[src/rtl/change_dispenser.sv]
// Greedy coin payout stage: takes a change amount and pays it out one coin at a time to a hopper.
// Optional per-denomination stock tracking and shortfall reporting via `define INVENTORY_EN.
module change_dispenser #(
  parameter int unsigned INIT_STOCK = 15
) (
  input  logic       clk,
  input  logic       rst,
  input  logic [7:0] change_in,
  input  logic       change_valid,
  output logic       change_ready,
  output logic       coin_valid,
  output logic [1:0] coin_sel,
  input  logic       coin_ack,
  output logic       done,
  output logic [7:0] coin_count,
  output logic [7:0] short_amt,
  input  logic       refill
);

  typedef enum logic [1:0] {
    StIdle,
    StDispense,
    StDone
  } state_e;

  state_e     state_q, state_d;
  logic [7:0] remaining_q, remaining_d;
  logic [7:0] count_q, count_d;

  logic [3:0] stock_ok;
  logic [1:0] sel;
  logic       sel_found;
  logic       coin_fire;

  function automatic logic [7:0] denom(input logic [1:0] s);
    logic [7:0] v;
    unique case (s)
      2'd0:    v = 8'd20;
      2'd1:    v = 8'd10;
      2'd2:    v = 8'd5;
      default: v = 8'd1;
    endcase
    return v;
  endfunction

  // Scan smallest-to-largest so the largest eligible denomination is the last one kept.
  always_comb begin
    sel       = 2'd0;
    sel_found = 1'b0;
    for (int i = 3; i >= 0; i--) begin
      if (denom(2'(i)) <= remaining_q && stock_ok[i]) begin
        sel       = 2'(i);
        sel_found = 1'b1;
      end
    end
  end

  assign change_ready = (state_q == StIdle);
  assign coin_valid   = (state_q == StDispense) && sel_found;
  assign coin_sel     = coin_valid ? sel : 2'd0;
  assign done         = (state_q == StDone);
  assign coin_count   = count_q;
  assign coin_fire    = coin_valid && coin_ack;

`ifdef INVENTORY_EN
  logic [7:0] stock_q [4];
  logic [7:0] stock_d [4];
  logic [7:0] short_q, short_d;

  for (genvar g = 0; g < 4; g++) begin : g_stock_ok
    assign stock_ok[g] = (stock_q[g] != 8'd0);
  end

  // Refill lands on the same edge as an accept, so the new transaction sees full stock.
  always_comb begin
    stock_d = stock_q;
    if (state_q == StIdle && refill) begin
      for (int i = 0; i < 4; i++) begin
        stock_d[i] = 8'(INIT_STOCK);
      end
    end else if (coin_fire) begin
      stock_d[sel] = stock_q[sel] - 8'd1;
    end
  end

  always_ff @(posedge clk) begin
    if (rst) begin
      for (int i = 0; i < 4; i++) begin
        stock_q[i] <= 8'(INIT_STOCK);
      end
      short_q <= 8'd0;
    end else begin
      stock_q <= stock_d;
      short_q <= short_d;
    end
  end

  assign short_amt = short_q;
`else
  logic       unused_refill;
  logic [7:0] unused_init_stock;

  assign stock_ok          = 4'b1111;
  assign short_amt         = 8'd0;
  assign unused_refill     = refill;
  assign unused_init_stock = 8'(INIT_STOCK);
`endif

  always_comb begin
    state_d     = state_q;
    remaining_d = remaining_q;
    count_d     = count_q;
`ifdef INVENTORY_EN
    short_d     = short_q;
`endif
    unique case (state_q)
      StIdle: begin
        if (change_valid) begin
          remaining_d = change_in;
          count_d     = 8'd0;
`ifdef INVENTORY_EN
          short_d     = 8'd0;
`endif
          state_d     = (change_in == 8'd0) ? StDone : StDispense;
        end
      end
      StDispense: begin
        if (sel_found) begin
          if (coin_ack) begin
            remaining_d = remaining_q - denom(sel);
            count_d     = (count_q == 8'hff) ? count_q : count_q + 8'd1;
            if (remaining_d == 8'd0) begin
              state_d = StDone;
            end
          end
        end else begin
          // Nothing fits the remaining amount with the stock left: give up on the rest.
`ifdef INVENTORY_EN
          short_d = remaining_q;
`endif
          state_d = StDone;
        end
      end
      StDone: begin
        state_d = StIdle;
      end
      default: begin
        state_d = StIdle;
      end
    endcase
  end

  always_ff @(posedge clk) begin
    if (rst) begin
      state_q     <= StIdle;
      remaining_q <= 8'd0;
      count_q     <= 8'd0;
    end else begin
      state_q     <= state_d;
      remaining_q <= remaining_d;
      count_q     <= count_d;
    end
  end

endmodule

[config.mk]
export PLATFORM = sky130hd
export DESIGN_NAME = change_dispenser
export DESIGN_NICKNAME = d
export VERILOG_FILES = /design/src/rtl/change_dispenser.sv
export SDC_FILE = /design/constraint.sdc
export NUM_CORES = 1
export LEC_CHECK = 0
export BUFFER_PORTS_ARGS = -buffer_cell sky130_fd_sc_hd__buf_2
export CORE_MARGIN = 2
export CORE_UTILIZATION = 25
export DETAILED_ROUTE_END_ITERATION = 10
export HOLD_SLACK_MARGIN = 0.12
export SLEW_MARGIN = 5
export SYNTH_ARGS = -nofsm -noshare
export SYNTH_HDL_FRONTEND = slang
export SYNTH_SLANG_ARGS = --single-unit
export TNS_END_PERCENT = 100
[constraint.sdc]
create_clock -name clk -period 3.5 [get_ports clk]
set_input_delay 0.525 -clock clk [delete_from_list [all_inputs] [get_ports clk]]
set_output_delay 0.525 -clock clk [all_outputs]
set_load 0.02 [all_outputs]
==> results.json, run 1 <==
{
  "status": "completed",
  "clock_path_buffers": 2,
  "n_antenna_cell": 0,
  "io_pins": 34,
  "hold_path.class": "reg -> reg",
  "netlist_instances": 191,
  "cts_made_buffers": 3,
  "setup_viol": 0,
  "swShare_pct": 47.85,
  "synth_top_family_by_area": "simple AND/OR/NAND/NOR gates",
  "slowest_stage": "nor4_2",
  "final_cell_area_um2": 1650,
  "layout_worst_path_cycle_share_pct": 91.41,
  "p_seq_share_pct": 24.5,
  "ir_worst_vdd_v": 0.0002096,
  "grt_pass1_vias": 1272,
  "area_growth_syn_to_layout_pct": 13.41,
  "cts_tree": "built",
  "synth-main-ff-cell": "dfxtp_1",
  "clkTransAtPathRegs_ns": 0.08,
  "fmax_mhz": 312.6,
  "yosys.area_share.xor_xnor_pct": 2.408,
  "async_reset_ff_share_pct": 0,
  "core_um2": 5574,
  "antenna_found_initial": 0,
  "max-slew-margin-rel_pct": 52.89,
  "ant_nets": 0,
  "leakage_nw": 0.6797,
  "first_pass_iters": 4,
  "synth_cell_types": 51,
  "hold_viol_final": 0,
  "arrival_ns": 3.41,
  "cp-start-kind": "flop",
  "slowest_delay_ns": 0.52,
  "p_per_area_nw_per_um2": 678.6,
  "cp.required_ns": 3.71,
  "rsz0062_at_grt": "false",
  "fp.dieW_um": 80.29,
  "ys_seq_area_share_pct": 24.76,
  "tns_ns": 0,
  "viasPerCell": 5.155,
  "drt_iter0_drc": 103,
  "syn_area_per_cell_um2": 7.619,
  "cp-end-kind": "flop",
  "synth-compound-area-share_pct": 24.16,
  "ys_warn_count": 0,
  "ys_seq_elements": 18,
  "layout.nets": 232,
  "post_cts_buffers": 0,
  "design.die.area_um2": 6446,
  "synthAdderAreaFrac_pct": 6.535,
  "place_congestion": 0.8565,
  "cts-htree-levels": 1,
  "cp_cell_sequence": "nor4_2, nand3_1, inv_1, ha_1, inv_1, fa_1, and3_1, nor3_1, a211oi_1, or4_1, a21oi_1",
  "row_count": 27,
  "drt_wl_total_um": 3683,
  "cts_resized": 0,
  "wire_per_inst_um": 13.01,
  "maxCapViolCount": 0,
  "worst_clock_skew_ns": 0.006290,
  "cts_hold_buf": 0,
  "yosys.area_share.simple_pct": 32.93,
  "drive_gt1_share_pct": 16.59,
  "synth_edf_count": 0,
  "clk_latency_ns": 0.27,
  "power_switching_w": 0.0005359,
  "p_comb_share_pct": 59.0,
  "maxSlewViolCount": 0,
  "vias": 1459,
  "cts.sinks": 18,
  "place_area_um2": 1595,
  "dp.final_hpwl_um": 2814,
  "grt_start_max_net_pins": 19,
  "die_h_um": 80.29,
  "synthTopCellsByArea": "dfxtp_1, ha_1, nor2_1",
  "final_util_pct": 29.61,
  "global_route.overflow_total": 0,
  "syn_area_um2": 1455,
  "finalPower_w": 0.001120,
  "cp_common_cell": "inv_1",
  "grt_pass1_wl_um": 6120,
  "cp_max_fo": 6,
  "min_period_ns": 3.199,
  "drc": 0,
  "nFillCells": 619,
  "power.share.clock_pct": 16.5,
  "grtUsageTotal_pct": 12.10,
  "yosysTopAreaCellShare_pct": 24.76,
  "numPortBuffers": 24,
  "cts_root_buf": "clkbuf_8",
  "start_util_pct": 26.11,
  "synth_mux_area_share_pct": 0,
  "critical_path_class": "reg -> reg",
  "yosysTopAreaCell": "dfxtp_1",
  "internal_power_w": 0.0005841,
  "worst_pin_slew_ns": 0.7066
}
==> kinds of logic (layout without fill, tap and decap cells) <==
family	after synthesis	count (layout)
flip-flops	18	18
buffers and inverters	24	37
adder cells (fa/ha/maj)	7	7
AO/OA/AOI/OAI	50	50
AND/OR/NAND/NOR	87	87
XOR/XNOR	4	4
other	1	8
==> path summary, 6_finish.rpt <==
| check | to | cells after the start | slack, ns | startpoint |
|---|---|---|---|---|
| setup / recovery | state_q[1] | 11 | 0.30 | remaining_q[7] |
| hold / removal | coin_count[1] | 2 | 0.49 | coin_count[1] |
| setup reg to reg | state_q[1] | 11 | 0.30 | remaining_q[7] |
| hold reg to reg | coin_count[1] | 2 | 0.49 | coin_count[1] |
==> flip-flops by register name, summed over array words and instances (netlist names) <==
name         flops
coin_count       8
remaining_q      8
state_q          2
==> cell usage after synthesis, types with 2 or more instances <==
master,instances
or2_1,2
ha_1,6
nor2_1,20
clkbuf_1,4
o41ai_1,2
nand4_1,3
nand3_1,5
nor4_2,2
buf_4,8
a211oi_1,6
nand2b_1,2
dfxtp_1,18
or4_1,6
o211ai_1,4
and2b_1,2
a21oi_1,14
nor3_1,7
and3_1,5
buf_2,2
o311ai_1,3
and2_1,2
nand2_1,16
nor3b_1,2
inv_1,9
o21ai_0,7
xor2_1,3
or3_1,6
a21o_1,2
==> power groups by stage <==
stage,logic (W),registers (W),clock network [W]
4_1_cts,0.000660,0.000275,0.000185
6_report,0.000661,0.000274,0.000185
3_3_place_gp,0.000651,0.000279,0
5_1_grt,0.000753,0.000281,0.000195
2_1_floorplan,0.000537,0.000269,0
3_5_place_dp,0.000657,0.000279,0
==> routing by layer <==
layer	wire, um	track usage (%)	vias up	part of all wire [%]
li1	-	-	732	-
met2	1591	18.33	59	43
met1	1702	16.86	661	46
met3	338	3.146	7	9.2
met4	51	3.220	0	1.4
met5	0	0	-	0
==> metrics by stage <==
step | setup WS (ns) | hold WS (ns) | std cells
CTS | 0.3383 | 0.4898 | 283
global placement | 0.3771 | 0.4823 | 279
finish | 0.3006 | 0.4912 | 283
global route | 0.05693 | 0.5241 | 283
detailed placement | 0.3663 | 0.4784 | 279
floorplan | 0.5896 | 0.4965 | 198
==> cell type report <==
class                   instances  area [um^2]  area share, %
repair buffers                 24        120.1          7.278
well taps                      72        90.09          5.459
multi-input cells             156        991.0          60.05
flip-flops and latches         18        360.3          21.83
clock buffers                   4        55.05          3.336
inverters                       9        33.78          2.047
==> worst max-delay path, delay by kind of cell (launching register included) <==
family / cells / cell delay [ns]
AND/OR/NAND/NOR: 5 / 1.73
adder cells (fa/ha/maj): 2 / 0.56
flip-flops: 1 / 0.38
AO/OA/AOI/OAI: 2 / 0.28
buffers and inverters: 2 / 0.17
==> placed cells by master (no fill, tap or decap), types with 7 or more instances in the layout <==
| cell | netlist | routed |
|---|---|---|
| nand2_1 | 16 | 16 |
| buf_2 | 2 | 24 |
| nor3_1 | 7 | 7 |
| a21oi_1 | 14 | 14 |
| inv_1 | 9 | 9 |
| nor2_1 | 20 | 20 |
| conb_1 | 1 | 8 |
| dfxtp_1 | 18 | 18 |
| o21ai_0 | 7 | 7 |
(Power assumes the default switching activity.)
==> run 2, diff against run 1 <==
- CORE_MARGIN: 2 -> 4
==> run 2 against run 1 <==
Hold slack better by 0.0039 ns. Highest routed layer unchanged. First-iteration DRC count is 32% lower. Total power is 1.0% lower. Cell area stayed put. Combinational power is 0.9% lower. Die area is 10% higher. Sequential share of layout area stayed put.
==> results.json, run 2 (synthesized netlist as in run 1, its figures left out) <==
{
  "cts_resized": 0,
  "clkTransAtPathRegs_ns": 0.07,
  "viasPerCell": 5.035,
  "nFillCells": 621,
  "grt_pass1_vias": 1347,
  "wire_per_inst_um": 13.30,
  "layout_worst_path_cycle_share_pct": 90.73,
  "cts.sinks": 18,
  "cp_common_cell": "inv_1",
  "maxCapViolCount": 0,
  "design.die.area_um2": 7105,
  "dp.final_hpwl_um": 2927,
  "power_switching_w": 0.0005258,
  "cts_tree": "built",
  "vias": 1425,
  "arrival_ns": 3.37,
  "area_growth_syn_to_layout_pct": 13.41,
  "ir_worst_vdd_v": 0.0002090,
  "fmax_mhz": 314.9,
  "cp_max_fo": 6,
  "core_um2": 5574,
  "grt_pass1_wl_um": 6320,
  "global_route.overflow_total": 0,
  "fp.dieW_um": 84.29,
  "final_common_cell": "buf_2",
  "clk_latency_ns": 0.26,
  "row_count": 27,
  "n_antenna_cell": 0,
  "antenna_found_initial": 0,
  "die_h_um": 84.29,
  "p_per_area_nw_per_um2": 671.6,
  "worst_clock_skew_ns": 0.003929,
  "tns_ns": 0,
  "min_period_ns": 3.176,
  "grtUsageTotal_pct": 10.74,
  "dr_wl_met2_um": 1808,
  "topRoutingLayerUsed": "met4",
  "post_cts_buffers": 0,
  "path_buf_inv": 2,
  "ant_nets": 0,
  "drive_gt1_share_pct": 16.59,
  "numPortBuffers": 24,
  "clock_path_buffers": 2,
  "maxSlewViolCount": 0,
  "crit_family": "simple AND/OR/NAND/NOR gates",
  "hold_viol_final": 0,
  "drt_iter0_drc": 70,
  "rsz0062_at_grt": "false",
  "swShare_pct": 47.43,
  "cp-end-kind": "flop",
  "whs_ns": 0.4950,
  "drc": 0,
  "cts_root_buf": "clkbuf_8",
  "slowest_delay_ns": 0.52,
  "cts_hold_buf": 0,
  "start_util_pct": 26.11,
  "cts_made_buffers": 3,
  "cts-htree-levels": 1,
  "slowest_stage": "or4_1",
  "leakage_nw": 0.6797,
  "internal_power_w": 0.0005826,
  "place_congestion": 0.8245,
  "critical_path_class": "reg -> reg",
  "status": "completed",
  "setup_viol": 0,
  "cp.required_ns": 3.70,
  "hold_path.class": "reg -> reg",
  "power.share.clock_pct": 16.0,
  "layout.nets": 232,
  "io_pins": 34,
  "final_cell_mix": "buf_2, nor2_1, dfxtp_1, nand2_1, a21oi_1",
  "first_pass_iters": 6,
  "worst_pin_slew_ns": 0.7062,
  "seqCellArea_um2": 360.3,
  "multiInputGateArea_um2": 991.0,
  "max-slew-margin-rel_pct": 52.92,
  "grt_start_max_net_pins": 19,
  "dr_wl_met3_um": 194,
  "cp-start-kind": "flop",
  "cp_cell_sequence": "nor4_2, nand3_1, inv_1, ha_1, inv_1, fa_1, and3_1, nor3_1, a211oi_1, or4_1, a21oi_1",
  "p_comb_share_pct": 59.1,
  "drt_wl_total_um": 3763,
  "drt-met1-wl_um": 1717,
  "p_seq_share_pct": 24.9
}
## run 2: per-layer routing
metal  up-vias  track usage, %
li1        739               -
met1       644           13.27
met2        38           18.58
met3         4           3.042
met4         0           2.193
met5         -               0
## run 2: final timing paths
check                       from             to  slack [ns]  cells after the start
hold reg to reg    coin_count[1]  coin_count[1]        0.50                      2
hold / removal     coin_count[1]  coin_count[1]        0.50                      2
setup reg to reg  remaining_q[7]     state_q[1]        0.32                     11
setup / recovery  remaining_q[7]     state_q[1]        0.32                     11
## run 2: layout make-up
class | count | area share [%]
timing repair buffer | 24 | 7.278
clock buffer | 4 | 3.336
multi-input combinational | 156 | 60.05
inverter | 9 | 2.047
tap | 72 | 5.459
sequential | 18 | 21.83
## run 2: stage by stage
stage          setup slack, ns  cell area, um^2  util [%]  cells  total power, W
2_1_floorplan           0.5896             1481         -    198       0.0008054
3_3_place_gp            0.3851             1595     28.62    279       0.0009295
3_5_place_dp            0.3259             1595     28.62    279       0.0009310
4_1_cts                 0.3018             1650     29.61    283        0.001115
5_1_grt                0.04403             1650     29.61    283        0.001212
6_report                0.3244             1650     29.61    283        0.001108
## run 2: power groups by stage
stage,registers (W),clock network (W),logic [W]
2_1_floorplan,0.000269,0,0.000537
3_3_place_gp,0.000279,0,0.000651
3_5_place_dp,0.000280,0,0.000651
4_1_cts,0.000275,0.000186,0.000655
5_1_grt,0.000281,0.000189,0.000742
6_report,0.000276,0.000177,0.000655
## run 2: worst register-to-register path, stage by stage (launching register included)
cell and delay (ns):
dfxtp_1 0.38, nor4_2 0.52, nand3_1 0.19, inv_1 0.10
ha_1 0.16, inv_1 0.05, fa_1 0.39, and3_1 0.21
nor3_1 0.28, a211oi_1 0.15, or4_1 0.52, a21oi_1 0.14
